### src/rtl/seq_mul_div.sv
// Multi-cycle unsigned multiply/divide sequencer for the stack-processor ALU path.
// One shift-add or restoring-subtract step per clock; halt_pc stalls the PC while running.
module seq_mul_div #(
  parameter int unsigned DATA_WIDTH = 16,
  parameter int unsigned CNT_WIDTH  = 5
) (
  input  logic                  read_clock,
  input  logic                  reset,
  input  logic                  start,
  input  logic                  op,
  input  logic [DATA_WIDTH-1:0] operand_a,
  input  logic [DATA_WIDTH-1:0] operand_b,
  output logic [DATA_WIDTH-1:0] result_lo,
  output logic [DATA_WIDTH-1:0] result_hi,
  output logic                  busy,
  output logic                  done,
  output logic                  halt_pc,
  output logic                  div_zero
);

  localparam int unsigned W = DATA_WIDTH;

  typedef enum logic [1:0] {S_IDLE, S_RUN, S_DONE} state_t;

  state_t               state_q, state_d;
  logic [CNT_WIDTH-1:0] counter_q, counter_d;
  logic [W-1:0]         acc_hi_q, acc_hi_d;
  logic [W-1:0]         acc_lo_q, acc_lo_d;
  logic [W-1:0]         oper_q, oper_d;
  logic                 op_q, op_d;
  logic [W-1:0]         res_hi_q, res_hi_d;
  logic [W-1:0]         res_lo_q, res_lo_d;
  logic                 busy_q, busy_d;
  logic                 done_q, done_d;
  logic                 dz_q, dz_d;
  logic                 accept;

  logic [W:0]   mul_sum;
  logic [W:0]   rem_shift;
  logic [W:0]   trial;
  logic [W-1:0] step_hi, step_lo;

  // One datapath step: mul keeps multiplier in acc_lo, div keeps {remainder, quotient} in {acc_hi, acc_lo}.
  // The W+1-bit trial difference always fits, so its MSB is a valid sign bit.
  always_comb begin : step
    mul_sum   = {1'b0, acc_hi_q} + (acc_lo_q[0] ? {1'b0, oper_q} : '0);
    rem_shift = {acc_hi_q, acc_lo_q[W-1]};
    trial     = rem_shift - {1'b0, oper_q};
    if (op_q) begin
      if (!trial[W]) begin
        step_hi = trial[W-1:0];
        step_lo = {acc_lo_q[W-2:0], 1'b1};
      end else begin
        step_hi = rem_shift[W-1:0];
        step_lo = {acc_lo_q[W-2:0], 1'b0};
      end
    end else begin
      step_hi = mul_sum[W:1];
      step_lo = {mul_sum[0], acc_lo_q[W-1:1]};
    end
  end

  always_comb begin : fsm
    state_d   = state_q;
    counter_d = counter_q;
    acc_hi_d  = acc_hi_q;
    acc_lo_d  = acc_lo_q;
    oper_d    = oper_q;
    op_d      = op_q;
    res_hi_d  = res_hi_q;
    res_lo_d  = res_lo_q;
    busy_d    = 1'b0;
    done_d    = 1'b0;
    dz_d      = dz_q;
    accept    = 1'b0;

    case (state_q)
      S_IDLE: accept = start;
      S_RUN: begin
        busy_d    = 1'b1;
        counter_d = counter_q + CNT_WIDTH'(1);
        acc_hi_d  = step_hi;
        acc_lo_d  = step_lo;
        if (counter_q == CNT_WIDTH'(W - 1)) begin
          state_d  = S_DONE;
          busy_d   = 1'b0;
          done_d   = 1'b1;
          res_hi_d = step_hi;
          res_lo_d = step_lo;
        end
      end
      S_DONE: begin
        accept = start;
        if (!start) state_d = S_IDLE;
      end
      default: state_d = S_IDLE;
    endcase

    // New operation from IDLE or back-to-back from DONE; divide by zero skips RUN.
    if (accept) begin
      op_d = op;
      dz_d = 1'b0;
      if (op && (operand_b == '0)) begin
        state_d  = S_DONE;
        done_d   = 1'b1;
        dz_d     = 1'b1;
        res_lo_d = '1;
        res_hi_d = operand_a;
      end else begin
        state_d   = S_RUN;
        busy_d    = 1'b1;
        counter_d = '0;
        acc_hi_d  = '0;
        acc_lo_d  = op ? operand_a : operand_b;
        oper_d    = op ? operand_b : operand_a;
      end
    end
  end

  always_ff @(posedge read_clock or negedge reset) begin
    if (!reset) begin
      state_q   <= S_IDLE;
      counter_q <= '0;
      acc_hi_q  <= '0;
      acc_lo_q  <= '0;
      oper_q    <= '0;
      op_q      <= 1'b0;
      res_hi_q  <= '0;
      res_lo_q  <= '0;
      busy_q    <= 1'b0;
      done_q    <= 1'b0;
      dz_q      <= 1'b0;
    end else begin
      state_q   <= state_d;
      counter_q <= counter_d;
      acc_hi_q  <= acc_hi_d;
      acc_lo_q  <= acc_lo_d;
      oper_q    <= oper_d;
      op_q      <= op_d;
      res_hi_q  <= res_hi_d;
      res_lo_q  <= res_lo_d;
      busy_q    <= busy_d;
      done_q    <= done_d;
      dz_q      <= dz_d;
    end
  end

  assign result_hi = res_hi_q;
  assign result_lo = res_lo_q;
  assign busy      = busy_q;
  assign halt_pc   = busy_q;
  assign done      = done_q;
  assign div_zero  = dz_q;

endmodule

### config.mk
export PLATFORM = sky130hd
export DESIGN_NAME = seq_mul_div
export DESIGN_NICKNAME = d
export VERILOG_FILES = /design/src/rtl/seq_mul_div.sv
export SDC_FILE = /design/constraint.sdc
export NUM_CORES = 1
export LEC_CHECK = 0
export ABC_AREA = 1
export CAP_MARGIN = 20
export CORE_AREA = 2 2 126 128
export DETAILED_ROUTE_END_ITERATION = 6
export DIE_AREA = 0 0 128 130
export GPL_TIMING_DRIVEN = 0
export PLACE_DENSITY = 0.72
export SYNTH_ARGS = -nofsm -noshare
export SYNTH_HDL_FRONTEND = slang
export SYNTH_SLANG_ARGS = --single-unit
### constraint.sdc
create_clock -name read_clock -period 2.35 [get_ports read_clock]
set_clock_uncertainty 0.15 [all_clocks]
set_input_delay 0.235 -clock read_clock [delete_from_list [all_inputs] [get_ports read_clock]]
set_output_delay 0.235 -clock read_clock [all_outputs]
set_load 0.005 [all_outputs]
# Word-level counts from Yosys, hierarchy flattened
# Cells that the tools add are included.
[totals] out_inout_bits=36 reg_bits=91
[classes] n_eq_ne=6 n_bitwise=1 add_sub_neg=3 reduce_logical=6 mux=39
[op_table] cell="2-to-1 mux 16 bit" count=20
[op_table] cell="adder 16 x 16 -> 17 bit" count=1
[op_table] cell="subtractor 17 x 16 -> 17 bit" count=1
[op_table] cell="zero test 16 bit" count=1
[op_table] cell="2-to-1 mux 5 bit" count=3
[op_table] cell="2-to-1 mux 1 bit" count=11
[op_table] cell="2-to-1 mux 2 bit" count=4
[op_table] cell="inequality test 3 bit (second input constant)" count=2
[op_table] cell="case mux 2 bit (3 select lines)" count=1
[op_table] cell="adder 5 x 1 -> 5 bit (second input constant)" count=1
[op_table] cell="== test 5 x 4 -> 1 bit (second input constant)" count=1
[op_table] cell="AND reduction 3 bit" count=1
[op_table] cell="== test 2 x 1 -> 1 bit (second input constant)" count=1
[op_table] cell="== test 2 bit (second input constant)" count=1
[op_table] cell="zero test 2 bit" count=1
[op_table] cell="inequality test 2 bit (second input constant)" count=1
[op_table] cell="AND reduction 2 bit" count=1
[op_table] cell="OR reduction 2 bit" count=1
[op_table] cell="logical AND 1 bit" count=1
[op_table] cell="inverter 1 bit" count=1

# Depth between registers and ports, before layout
[depth] depth_word=7 mapped_depth=18

# Least setup slack after synthesis
# Ideal clock, no wire load.
[synth_timing] path_type="register to register" start="register acc_lo_q[15]" end="register acc_hi_q[15]" required_time_ps=2087 setup_time_ps=113 period_less_slack_ps=2390 slack_ps=-40 path_stages_with_launch=18 t_arrival_ps=2128 n_path_buf=1 cell_sequence="dfrtp_1 inv_1 ha_1 inv_1 fa_1 nand2_1 nand2_1 nand3_1 nand2_1 nand2_1 nand3_2 nand2_2 buf_4 nand3_1 nand2_1 nand3_1 nand2_1 inv_1"
[synth_via] elab_chain_cells=6
[synth_lines] item="start, declared" line="28" text="logic [W-1:0] acc_lo_q, acc_lo_d;"
[synth_lines] item="start signal, assigned" line="137" text="acc_lo_q <= acc_lo_d;"
[synth_lines] item="subtractor 17 x 16 -> 17 bit *" line="48" text="trial = rem_shift - {1'b0, oper_q};"
[synth_lines] item="2-to-1 mux 16 bit *" line="50" text="if (!trial[W]) begin"
[synth_lines] item="2-to-1 mux 16 bit *" line="49" text="if (op_q) begin"
[synth_lines] item="2-to-1 mux 16 bit *" line="77" text="case (state_q)"
[synth_lines] item="2-to-1 mux 16 bit" line="103" text="if (op && (operand_b == '0)) begin"
[synth_lines] item="2-to-1 mux 16 bit *" line="100" text="if (accept) begin"
[synth_lines] item="via acc_hi_d[15]" line="27" text="logic [W-1:0] acc_hi_q, acc_hi_d;"
[synth_lines] item="end signal, assigned" line="136" text="acc_hi_q <= acc_hi_d;"
[synth_lines] item="end, declared" line="27"
# The timed path passes the listed nets; every way through them passes the cells marked *.
# A chain may end at the register's enable or synchronous reset.

# Worst setup path in the final report
[layout_timing] start="register acc_lo_q[15]" end="register acc_hi_q[6]"
# Same word-level chain as after synthesis.

==> out/summary.md <==
## GRT
- **initial antenna violation count** 0
- **number of global-route vias before repair** 6431
- **largest net degree at the start of global routing** 68
- **first-pass GRT wire length** 34.0 mm
- **gr ovfl total** 0
- **total track usage** 26.6%

## Die
- **chip height** 130 µm
- **initial core utilization** 43.5%
- **Horiz. Die Dim** 128 µm
- **Placement Rows** 46
- **placeable core region** 0.0154 mm²
- **I/O pin count** 72
- **Die Footprint** 0.0166 mm²

## Yosys
- **FF+latch count, synth** 91
- **Post-Synthesis Cell Area** 0.00672 mm²
- **average instance area after synthesis** 6.66 µm²
- **Ys Warns** 0
- **number of different library cells in the post-synthesis netlist** 36
- **proportion of synthesized chip area in sequential cells** 33.9%
- **Syn Nets** 1081
- **count of mapped cells out of synthesis** 1009

## Timing
- **timing-limited maximum frequency** 0.398 GHz
- **post-layout min period** 2.51 ns
- **RSZ-0062 raised after global routing** yes
- **period utilization** 107%
- **transition time of the tightest slew-check pin** 0.879 ns
- **Hold Vio Cnt, Final** 0
- **worst hold-check slack** 0.186 ns
- **fin. max-slew vios** 0
- **headroom to the max-slew limit** 41.4%
- **final setup slack of the worst path** -0.164 ns
- **number of setup violations in the final report** 34

## Clock tree
- **clk_lat worst skew** 0.36 ns
- **TritonCTS clock tree** built
- **CTS HTree Levels** 3
- **total clock buffers created by CTS** 9
- **deepest clock path buffer count** 2
- **Clock Root Buffer** sky130_fd_sc_hd__clkbuf_16
- **number of sinks driven by the clock tree** 91
- **CTS clk-pin slew, worst paths** 0.07 ns

## Detailed routing
- **remaining routing DRC violations** 0
- **number of DRC markers after the initial detailed-route iteration** 746
- **number of vias after detailed routing** 7169
- **vias per std cell** 5.50
- **length of the first detailed-routing pass in iterations** 5
- **WL per Instance** 17.2 µm
- **Routed WL** 22.5 mm
- **remaining antenna violation count** 0

## Setup path
- **CP Capture Type** flop
- **origin of the critical flop-to-flop path** acc_lo_q[15]$_DFF_PN0_
- **kind of start point of the critical path** flop
- **terminus of the critical flop-to-flop path** acc_hi_q[6]$_DFF_PN0_
- **required time of the critical path** 2.45 ns
- **crit path max fanout** 5
- **arrival time reported for the critical path endpoint** 2.61 ns
- **start point of the critical path** acc_lo_q[15]$_DFF_PN0_
- **internal reg-to-reg setup slack** -0.16 ns
- **type of the setup path with the least slack** flop to flop
- **end point of the critical path** acc_hi_q[6]$_DFF_PN0_
- **number of cells traversed by the worst register-to-register path** 17

## Final layout
- **area grow syn2layout** 29.5%
- **number of antenna cells inserted** 0
- **final net count** 1180
- **multi-input gate area in the final layout** 0.00414 mm²
- **most common cell after layout, fill and taps aside** sky130_fd_sc_hd__nand2_1
- **commonest cells after routing, fill and taps aside** 246 x sky130_fd_sc_hd__nand2_1, 167 x sky130_fd_sc_hd__inv_1, 89 x sky130_fd_sc_hd__dfrtp_1, 69 x sky130_fd_sc_hd__clkdlybuf4s50_1, 59 x sky130_fd_sc_hd__nor2_1
- **Filler Cell Count** 1469
- **sequential cell area in the final layout** 0.00228 mm²
- **ratio of cells with drive above 1 in the final layout** 14.9%

## Run status
- **violations in the final reports** negative setup slack
- **run status** finished with violations

## Place
- **DP HPWL** 16.9 mm
- **final estimated routing congestion in global placement** 1.00
- **pre-CTS worst setup slack** -0.704 ns
- **IO buf count** 71

## Job
- **count of maximum capacitance violations** 0

## Worst hold path
- **Hold Crit Class** input port to asynchronous set/reset pin

-- cell usage after synthesis, drive strengths merged --
cell type,number,area [µm²]
a21o,3,22.5
xnor2,4,35.0
inv,176,661
nand3b,3,22.5
nor3,6,30.0
or2,1,6.26
fa,2,40.0
nand4,6,37.5
nand3,95,480
clkinv,1,3.75
a211o,1,8.76
o22ai,1,6.26
a211oi,2,15.0
a31oi,1,6.26
buf,15,78.8
o21bai,1,7.51
nand2,281,1060
ha,34,425
a21oi,60,300
nor4,1,6.26
a21boi,1,7.51
o21ai,82,410
and2,3,18.8
dfrtp,91,2280
nor2,62,233
o211ai,30,225
and3,1,6.26
clkbuf,26,97.6
xor2,6,52.6
mux2i,13,130
-- cells by family after synthesis --
| kind of cell | Yosys count | synth area share [%] |
|---|---|---|
| multiplexers | 13 | 1.94 |
| flip-flops | 91 | 33.9 |
| adder cells (fa/ha/maj) | 36 | 6.93 |
| AO/OA/AOI/OAI | 182 | 15.0 |
| buffers and inverters | 218 | 12.5 |
| XOR/XNOR | 10 | 1.30 |
| AND/OR/NAND/NOR | 459 | 28.4 |
-- flip-flops by register name, indices dropped and copies added (netlist names), 2 cells and up --
name       count
acc_hi_q      16
acc_lo_q      16
oper_q        16
result_hi     16
result_lo     16
counter_q      5
state_q        2
-- how the worst min path moves through the flow --
stage | startpoint | to | slack (ns) | cells after the start
after floorplan | reset | acc_hi_q[0]$_DFF_PN0_ | -0.21 | 0
after global placement | counter_q[0]$_DFF_PN0_ | counter_q[0]$_DFF_PN0_ | 0.34 | 1
after detailed placement | reset | result_lo[11]$_DFF_PN0_ | 0.02 | 1
after CTS | reset | result_lo[11]$_DFF_PN0_ | 0.18 | 2
after global routing | reset | result_lo[12]$_DFF_PN0_ | 0.23 | 2
final | reset | done$_DFF_PN0_ | 0.19 | 2
-- through the flow --
stage | instance area (µm²) | utilization (%) | TNS [ns] | instances
after floorplan | 6740 | - | 0 | 1009
after global placement | 7690 | 49.8 | -258.00 | 1272
after detailed placement | 7710 | 50.0 | -31.34 | 1273
after CTS | 8370 | 54.3 | -4.14 | 1300
after global routing | 8700 | 56.4 | -7.94 | 1304
final | 8700 | 56.4 | -3.22 | 1304
-- area by class of cell --
class	count	area share (%)
clock inverters	6	0.576
flip-flops and latches	91	26.2
clock buffers	9	2.59
plain buffers	40	2.49
well taps	192	2.76
inverters	177	7.67
repair buffers	88	10.1
multi-input cells	701	47.6
-- routing by layer --
| metal | up-vias | GRT usage [%] | routed length [µm] |
|---|---|---|---|
| met2 | 326 | 39.6 | 9870 |
| li1 | 3436 | - | - |
| met5 | - | 0 | 0 |
| met4 | 0 | 10.3 | 728 |
| met3 | 55 | 6.40 | 2000 |
| met1 | 3352 | 37.5 | 9870 |
-- repair_timing --
item,4_1_cts,5_1_grt
endpoints found under the hold margin,24,0
hold buffers,1,0
endpoints found under the setup margin,59,82
pin swaps,25,29
gates resized for setup,81,81
gates cloned,2,0
buffers inserted,10,4
-- critical path: stages (launching register included) --
cell,delay (ns)
sky130_fd_sc_hd__dfrtp_1,0.39
sky130_fd_sc_hd__inv_2,0.09
sky130_fd_sc_hd__ha_4,0.15
sky130_fd_sc_hd__inv_4,0.04
sky130_fd_sc_hd__fa_2,0.35
sky130_fd_sc_hd__nand2_2,0.09
sky130_fd_sc_hd__nand2_2,0.07
sky130_fd_sc_hd__nand3_2,0.08
sky130_fd_sc_hd__nand2_2,0.07
sky130_fd_sc_hd__nand2_4,0.09
sky130_fd_sc_hd__nand3_4,0.13
sky130_fd_sc_hd__nand2_8,0.16
sky130_fd_sc_hd__buf_8,0.15
sky130_fd_sc_hd__nand2_2,0.07
sky130_fd_sc_hd__nand3_2,0.09
sky130_fd_sc_hd__nand3_2,0.07
sky130_fd_sc_hd__nand2_1,0.11
sky130_fd_sc_hd__inv_1,0.05
Power is not shown: default switching activity piles up to over one toggle a cycle in this logic, so the estimate is an artifact.
